## src/rtl/addsub_seq.sv

```systemverilog
// addsub_seq: multi-cycle add/subtract over a WIDTH-bit operand pair,
// DIGIT bits per clock, least-significant digit first. Start/busy/done
// handshake, optional signed saturation, and carry/overflow/zero/negative flags.
module addsub_seq #(
    parameter int WIDTH = 16,
    parameter int DIGIT = 4
) (
    input  logic             clk,
    input  logic             rst_n,
    input  logic             start,
    input  logic             M,
    input  logic             SAT,
    input  logic [WIDTH-1:0] A,
    input  logic [WIDTH-1:0] B,
    output logic [WIDTH-1:0] S,
    output logic             Co,
    output logic             V,
    output logic             Z,
    output logic             N,
    output logic             busy,
    output logic             done
);

    localparam int K  = WIDTH / DIGIT;
    localparam int CW = (K > 1) ? $clog2(K) : 1;
    localparam logic [CW-1:0] LAST = CW'(K - 1);

    localparam logic [1:0] IDLE = 2'd0;
    localparam logic [1:0] RUN  = 2'd1;
    localparam logic [1:0] DONE = 2'd2;

    logic [1:0]       state;
    logic [CW-1:0]    cnt;

    // Operand A register doubles as the result accumulator: each consumed
    // digit of A is shifted out at the bottom while its sum digit enters at
    // the top, so after K steps the register holds the raw sum.
    logic [WIDTH-1:0] a_sh;
    logic [WIDTH-1:0] b_sh;
    logic             carry;
    logic             sat_q;
    logic             a_sign;

    logic [DIGIT:0]   dsum;
    logic             cin_msb;
    logic             cout_msb;
    logic             ovf;
    logic [WIDTH-1:0] nxt_a;
    logic [WIDTH-1:0] final_s;

    wire accept = start && (state != RUN);

    // Clamp to the signed range on overflow; the sign of A alone tells which
    // way the overflow went, for both add and subtract.
    function automatic logic [WIDTH-1:0] saturate(
        input logic [WIDTH-1:0] raw,
        input logic             overflow,
        input logic             enable,
        input logic             sign
    );
        if (enable && overflow)
            return sign ? {1'b1, {(WIDTH-1){1'b0}}} : {1'b0, {(WIDTH-1){1'b1}}};
        return raw;
    endfunction

    // Digit ripple add, carry into/out of the MSB, and the next accumulator value.
    always_comb begin
        dsum     = {1'b0, a_sh[DIGIT-1:0]} + {1'b0, b_sh[DIGIT-1:0]}
                   + {{DIGIT{1'b0}}, carry};
        // sum bit = a ^ b ^ cin, so the carry into the top bit falls out directly
        cin_msb  = dsum[DIGIT-1] ^ a_sh[DIGIT-1] ^ b_sh[DIGIT-1];
        cout_msb = dsum[DIGIT];
        ovf      = cin_msb ^ cout_msb;
        nxt_a    = a_sh >> DIGIT;
        nxt_a[WIDTH-1 -: DIGIT] = dsum[DIGIT-1:0];
        final_s  = saturate(nxt_a, ovf, sat_q, a_sign);
    end

    // Datapath: latch operands on accept, then shift one digit per RUN cycle.
    always_ff @(posedge clk) begin
        if (accept) begin
            a_sh   <= A;
            b_sh   <= B ^ {WIDTH{M}};
            sat_q  <= SAT;
            a_sign <= A[WIDTH-1];
            carry  <= M;
        end else if (state == RUN) begin
            a_sh   <= nxt_a;
            b_sh   <= b_sh >> DIGIT;
            carry  <= dsum[DIGIT];
        end
    end

    // Sequencer and registered result/flags; outputs update on the last digit.
    always_ff @(posedge clk or negedge rst_n) begin
        if (!rst_n) begin
            state <= IDLE;
            cnt   <= '0;
            S     <= '0;
            Co    <= 1'b0;
            V     <= 1'b0;
            Z     <= 1'b0;
            N     <= 1'b0;
        end else begin
            case (state)
                RUN: begin
                    if (cnt == LAST) begin
                        S     <= final_s;
                        Co    <= cout_msb;
                        V     <= ovf;
                        Z     <= (final_s == '0);
                        N     <= final_s[WIDTH-1];
                        state <= DONE;
                    end else begin
                        cnt <= cnt + 1'b1;
                    end
                end
                DONE: begin
                    if (start) begin
                        state <= RUN;
                        cnt   <= '0;
                    end else begin
                        state <= IDLE;
                    end
                end
                default: begin
                    if (start) begin
                        state <= RUN;
                        cnt   <= '0;
                    end
                end
            endcase
        end
    end

    assign busy = (state == RUN);
    assign done = (state == DONE);

endmodule

```

## config.mk

```make
export PLATFORM = sky130hd
export DESIGN_NAME = addsub_seq
export DESIGN_NICKNAME = d
export VERILOG_FILES = /design/src/rtl/addsub_seq.sv
export SDC_FILE = /design/constraint.sdc
export NUM_CORES = 1
export LEC_CHECK = 0
export ABC_AREA = 1
export BUFFER_PORTS_ARGS = -buffer_cell sky130_fd_sc_hd__buf_2
export CORE_MARGIN = 8
export CORE_UTILIZATION = 50
export DETAILED_ROUTE_END_ITERATION = 8
export HOLD_SLACK_MARGIN = 0.1
export PLACE_DENSITY = 0.78
export SLEW_MARGIN = 20
export SYNTH_ARGS = -nofsm -noshare
export SYNTH_HDL_FRONTEND = slang
export SYNTH_SLANG_ARGS = --single-unit
```

## constraint.sdc

```tcl
create_clock -name clk -period 2.9 [get_ports clk]
set_input_delay 0.58 -clock clk [delete_from_list [all_inputs] [get_ports clk]]
set_output_delay 0.58 -clock clk [all_outputs]
set_load 0.01 [all_outputs]
```

==> results by group, run 1 <==
Global routing
  – Number of global-route vias before repair: about 2300
  – First-pass GRT wire length: 10470 um
  – Largest net degree at the start of global routing: 35
  – GRT Residual Overflow: 0
  – GR Util All Layers: 15.53%
  – Initial antenna violation count: 0

Drt
  – Post-route ant nets: 0
  – First drt pass iteration count: 4
  – Detailed-route via count: 2116
  – Wirelength, routed: about 6200 um
  – Via density: ~5.0
  – Drt drc: 0
  – Initial DRC count: around 130
  – Avg WL per Cell: between 10 and 15 um

Worst setup path
  – Req. time, crit path: 3.09 ns
  – Worst R2R Setup Slack: roughly 0.36 ns
  – Reg2Reg Depth: 10
  – RR Startpoint: a_sh[0]
  – Worst R2R End: S[0]
  – CP Launch Type: register
  – Crit path capture type: register
  – CP arrival: roughly 2.7 ns
  – Critical path startpoint: a_sh[0]
  – Crit-path max FO: 14
  – WS Path Type: reg -> reg

Yosys
  – Yosys reg bits: 58
  – Number of flops mapped to enable cells by yosys: 35
  – Mapped cell area: between 0.002 and 0.003 mm^2
  – Synth top area cells: edfxtp_1 (36%), dfrtp_1 (20%), nand2_1 (12%)
  – Synthesis warning total: 0
  – Yosys top cell by area: edfxtp_1
  – Synth Net Count: roughly 330
  – Ys flop type: edfxtp_1
  – Post-synth ARST share: between 30% and 40%
  – Sequential area share after synthesis: a little under three fifths
  – Syn Inst Count: about 280
  – Syn Area/Cell: between 10 and 15 um^2
  – Distinct cell type count of the synthesized netlist: 35
  – Synth top area share: a little over a third

Power and ir drop
  – Leakage power: 1.635 nW
  – Net Sw Power: about 1.9 mW
  – Peak supply drop: 0.0006829 V
  – Cell-internal power: about 2.6 mW
  – Clk pwr share: roughly 16%
  – Pwr per Cell Area: 1304 mW/mm^2
  – Sw Ratio: a little over two fifths
  – Share of power burned in combinational logic: between 40% and 50%
  – Power share of the sequential group: a little under two fifths

Clock tree
  – Root Buffer Master: clkbuf_8
  – CTS clock-pin slew for the worst setup and hold paths: ~0.070 ns
  – H-tree depth: 3
  – Clock buffer depth: 2
  – Post-CTS sizing: 0
  – # hold bufs at CTS: 0
  – TritonCTS buffer count: 9
  – CTS tree: done
  – Total clock sinks: 58
  – Post-CTS Setup Inserts: 0
  – Clock Latency Late Sink: between 0.3 and 0.4 ns

Final layout
  – Post-layout utilization of the core: between 50 and 60%
  – Final #Nets: approximately 380
  – # diodes: 0
  – Reg area: 0.001627 mm^2
  – # fillers: between 500 and 600
  – Final Non-Filler Cells: 420
  – Layout area overhead: 17.85%
  – Multi-input gate area: 0.001166 mm^2
  – Share of cells above drive strength 1: just over 30%

Floorplanning
  – Die area: 0.008615 mm^2
  – Initial Util: between 50% and 60%
  – I/O pin cnt: between 50 and 60
  – Core box area: slightly below 0.006 mm^2
  – Die Wd: 92.82 um
  – Row count: 28
  – Die Span Y: 92.82 um

Run
  – Max-cap violation count: 0

Timing
  – RSZ-0062 raised after global routing: false
  – Worst Tran Pin Value: between 0.5 and 0.6 ns
  – Max Slew Vio Count: 0
  – Sum Neg Setup Slack: 0 ns
  – Tcrit/Tclk final: between 80% and 90%
  – Setup violators final: 0
  – Final hold vios: 0
  – Final worst path period need: roughly 2.5 ns
  – Max frequency: between 300 and 400 MHz
  – Worst Skew: 0.01195 ns
  – Hold slack: ~0.21 ns
  – Relative slew margins: around 64%

Placement
  – DP Cell Count: roughly 400
  – Gpl congestion: just under 0.8
  – IO Port Bufs: 58
  – HPWL Detailed: 4495 um

Outcome
  – Status: completed

Min path
  – Hold Path Class: in -> async
## per-layer routing
metal / global-route usage [%] / vias to the layer above / wire length [um]
met3: 4.612 / 11 / 344
met1: 18.00 / 991 / 2566
met5: 0 / - / 0
met2: 25.86 / 60 / 3172
met4: 7.114 / 0 / 108
li1: - / 1054 / -
## final cells by class
cell class              count  area share, %
well taps                  75          2.699
multi-input cells         190          33.54
clock inverters             1         0.1439
clock buffers              15          5.686
repair buffers             61          8.996
inverters                  20          2.159
flip-flops and latches     58          46.78
## kinds of logic after synthesis
family                   after synthesis  share of synthesized area (%)
AO/OA/AOI/OAI                         46                          13.44
XOR/XNOR                              17                          5.047
adder cells (fa/ha/maj)                6                          3.054
buffers and inverters                 34                          5.343
flip-flops                            58                          55.13
AND/OR/NAND/NOR                      121                          17.98
## cell usage after synthesis, types with 4 or more instances
library cell and number:
nand2_1 94, clkbuf_1 5, edfxtp_1 35, nand3_1 8
nor2_1 7, nand2_2 5, inv_1 18, o21ai_0 19
dfrtp_1 23, a2bb2oi_1 4, a2bb2oi_2 10, xnor2_1 16
ha_1 4
## registers in the layout (all words and copies together), names as in the netlist
| name | cells |
|---|---|
| V | 1 |
| S | 16 |
| Co | 1 |
| sat_q | 1 |
| a_sign | 1 |
| carry | 1 |
| state | 2 |
| Z | 1 |
| cnt | 2 |
| a_sh | 16 |
| b_sh | 16 |
## worst max-delay path, stage by stage (launching register included)
cell       delay, ns
edfxtp_1        0.39
fa_1            0.47
fa_1            0.43
nand3_2         0.13
nand3_1         0.09
nand2_2         0.12
nand2_4         0.08
nand4_2         0.12
inv_2           0.06
nor2_4          0.36
a2bb2oi_1       0.13
## power groups by stage
| stage | combinational (mW) | clock [mW] | sequential, mW |
|---|---|---|---|
| 2_1_floorplan | 1.61 | 0 | 1.68 |
| 3_3_place_gp | 2.05 | 0 | 1.66 |
| 3_5_place_dp | 2.12 | 0 | 1.67 |
| 4_1_cts | 2.14 | 0.746 | 1.66 |
| 5_1_grt | 2.40 | 0.777 | 1.71 |
| 6_report | 2.14 | 0.733 | 1.67 |
## metrics by stage
stage	setup WS [ns]	power, mW	area, um^2
after CTS	0.3506	4.550	3477
after global placement	0.4883	3.711	3274
after floorplan	0.6584	3.290	2950
after detailed placement	0.4111	3.792	3274
final	0.3641	4.535	3477
after global routing	0.1747	4.882	3477
## worst max path at each step
| stage | slack [ns] | end | cells past startpoint |
|---|---|---|---|
| after floorplan | 0.66 | Z | 12 |
| after global placement | 0.49 | S[15] | 10 |
| after detailed placement | 0.41 | S[1] | 10 |
| after CTS | 0.35 | S[0] | 10 |
| after global routing | 0.17 | Z | 13 |
| final | 0.36 | S[0] | 10 |
## cell usage in the layout (no fill, tap or decap), types with 2 or more instances in the layout
cell,netlist,routed
o21ai_0,19,19
edfxtp_1,35,35
buf_4,1,3
inv_1,18,18
nand2_1,94,94
clkbuf_1,5,2
dfrtp_1,23,23
nand3_1,8,8
nand2_4,2,2
inv_2,2,2
fa_1,2,2
clkbuf_8,0,12
ha_1,4,4
nand2_2,5,5
a21oi_2,3,3
o31ai_1,3,3
xnor2_1,16,16
buf_2,3,58
nor2_1,7,7
a2bb2oi_1,4,4
a2bb2oi_2,10,10
(Power assumes the default switching activity.)
==> inputs of run 2 (changes only) <==
==> config.mk (replaced) <==
export PLATFORM = sky130hd
export DESIGN_NAME = addsub_seq
export DESIGN_NICKNAME = d
export VERILOG_FILES = /design/src/rtl/addsub_seq.sv
export SDC_FILE = /design/constraint.sdc
export NUM_CORES = 1
export LEC_CHECK = 0
export ABC_AREA = 1
export CORE_MARGIN = 8
export CORE_UTILIZATION = 50
export CTS_CLUSTER_SIZE = 20
export DETAILED_ROUTE_END_ITERATION = 8
export DONT_BUFFER_PORTS = 1
export HOLD_SLACK_MARGIN = 0.1
export PLACE_DENSITY = 0.69
export SYNTH_ARGS = -nofsm -noshare
export SYNTH_HDL_FRONTEND = slang
export SYNTH_SLANG_ARGS = --single-unit
==> run 2 against run 1 <==
- combinational power down 12%
- hold slack better by 0.13 ns
- critical endpoint is now Z
- count of clock-buffer cells in the layout down 1
- core utilization down 5.0 points
- first-iteration DRC count up 3.0%
- sequential power up 5%
- cell count down 14%
- clock power down 2%
==> results by group, run 2 (synthesis gave the netlist of run 1 again) <==
Final layout
  – # fillers: about 530
  – Regs by FF count: S x16, a_sh x16, b_sh x16
  – # diodes: 0
  – Layout area overhead: 8.058%
  – Final #Nets: between 300 and 400
  – Most common cell after layout, fill and taps aside: nand2_1
  – Share of cells above drive strength 1: around 16%
  – Leading cell types in the layout, fill and taps excluded: nand2_1 (94), edfxtp_1 (35), dfrtp_1 (23)

Outcome
  – Status: completed

Global routing
  – First-pass GRT wire length: roughly 9800 um
  – Number of global-route vias before repair: 1925
  – GRT Residual Overflow: 0
  – Initial antenna violation count: 0
  – GR Util All Layers: ~15%
  – Largest net degree at the start of global routing: 43

Drt
  – Avg WL per Cell: 16.57 um
  – Drt drc: 0
  – First drt pass iteration count: 4
  – Post-route ant nets: 0
  – Via density: just over 5
  – Initial DRC count: about 140
  – Detailed-route via count: 1882
  – Wirelength, routed: about 6000 um

Worst setup path
  – Crit-path cells: fa_1 > fa_1 > nand3_2 > nand2_2 > nand2_2 > nand2_2 > nand2_4 > nand3_4 > nand2_1 > nand2_1 > inv_1 > nand3_1 > o21bai_2
  – CP Launch Type: register
  – CP arrival: 2.84 ns
  – CP max stage cell: fa_1
  – Crit path capture type: register
  – Crit path top cell by count: nand2_2
  – Req. time, crit path: 3.16 ns
  – Critical Path Max Stage Delay: between 0.4 and 0.5 ns
  – WS Path Type: reg -> reg
  – Crit-path max FO: 20

Timing
  – Tcrit/Tclk final: just under 90%
  – Max frequency: a little under 400 MHz
  – Final worst path period need: between 2 and 3 ns
  – Final hold vios: 0
  – Setup violators final: 0
  – RSZ-0062 raised after global routing: false
  – Relative slew margins: between 30% and 40%
  – Post-route setup slack: roughly 0.32 ns
  – Worst Tran Pin Value: 1.036 ns
  – Sum Neg Setup Slack: 0 ns
  – Worst Skew: roughly 0.011 ns
  – Max Slew Vio Count: 0

Floorplanning
  – I/O pin cnt: between 50 and 60
  – Die Wd: 92.82 um
  – Die area: 0.008615 mm^2
  – Die Span Y: a little over 90 um
  – Initial Util: roughly half
  – Row count: 28
  – Core box area: about 0.0058 mm^2

Clock tree
  – Total clock sinks: 58
  – H-tree depth: 3
  – CTS clock-pin slew for the worst setup and hold paths: about 0.070 ns
  – CTS tree: done
  – Clock buffer depth: 2
  – TritonCTS buffer count: 9
  – Post-CTS Setup Inserts: 0
  – Root Buffer Master: clkbuf_8
  – Clock Latency Late Sink: between 0.3 and 0.4 ns

Placement
  – Worst slack at placement: 0.3614 ns
  – IO Port Bufs: 0
  – Gpl congestion: around 0.86
  – HPWL Detailed: 4325 um

Power and ir drop
  – Leakage power: between 1 and 1.5 nW
  – Pwr per Cell Area: 1366 mW/mm^2
  – Peak supply drop: between 0.0006 and 0.0007 V

Run
  – Max-cap violation count: 0

Min path
  – Hold Path Class: in -> reg
[run 2: path summary, 6_finish.rpt]
path,end,slack [ns],from,cells past startpoint
max reg2reg,Z,0.32,a_sh[0],13
min reg2reg,cnt[0],0.49,cnt[0],1
min,state[1],0.33,start,1
max,Z,0.32,a_sh[0],13
min in group asynchronous,S[15],0.88,rst_n,1
max in group asynchronous,S[2],1.39,rst_n,1
[run 2: report_power, final]
part           internal (mW)  switching [mW]
Combinational          0.690            1.20
Sequential              1.42           0.334
Clock                  0.407           0.312
Total                   2.51            1.84
[run 2: timing repair]
item | in CTS | in global routing
hold buffers | 1 | 0
resized for setup | 0 | 0
hold endpoints to repair | 23 | 0
[run 2: worst max-delay path: cells and delay by family, from the launching register on]
| family | cells | cell delay, ns |
|---|---|---|
| buffers and inverters | 1 | 0.08 |
| adder cells (fa/ha/maj) | 2 | 0.92 |
| AND/OR/NAND/NOR | 9 | 0.97 |
| flip-flops | 1 | 0.40 |
| AO/OA/AOI/OAI | 1 | 0.14 |
[run 2: cell type report]
type                            count  area, um^2  area share, %
Clock inverter                      2       10.01         0.3140
Tap cell                           75       93.84          2.943
Timing Repair Buffer                4       32.53          1.020
Sequential cell                    58        1627          51.02
Inverter                           20       75.07          2.355
Clock buffer                       14       183.9          5.769
Multi-Input combinational cell    190        1166          36.58
[run 2: metal layers]
layer	GRT usage (%)	part of all wire (%)	vias up
met4	8.725	2.2	0
met1	18.44	46	887
li1	-	-	942
met2	22.37	47	40
met5	0	0	-
met3	4.288	5.0	13
[run 2: per-stage QoR]
| stage | area (um^2) | hold slack, ns | power [mW] | cells | util, % |
|---|---|---|---|---|---|
| global placement | 2984 | 0.2851 | 3.590 | 346 | 51.31 |
| CTS | 3188 | 0.3226 | 4.401 | 363 | 54.82 |
| detailed placement | 2984 | 0.2851 | 3.661 | 346 | 51.31 |
| finish | 3188 | 0.3350 | 4.354 | 363 | 54.82 |
| global route | 3188 | 0.3230 | 4.692 | 363 | 54.82 |
| floorplan | 2950 | 0.2844 | 3.290 | 282 | - |
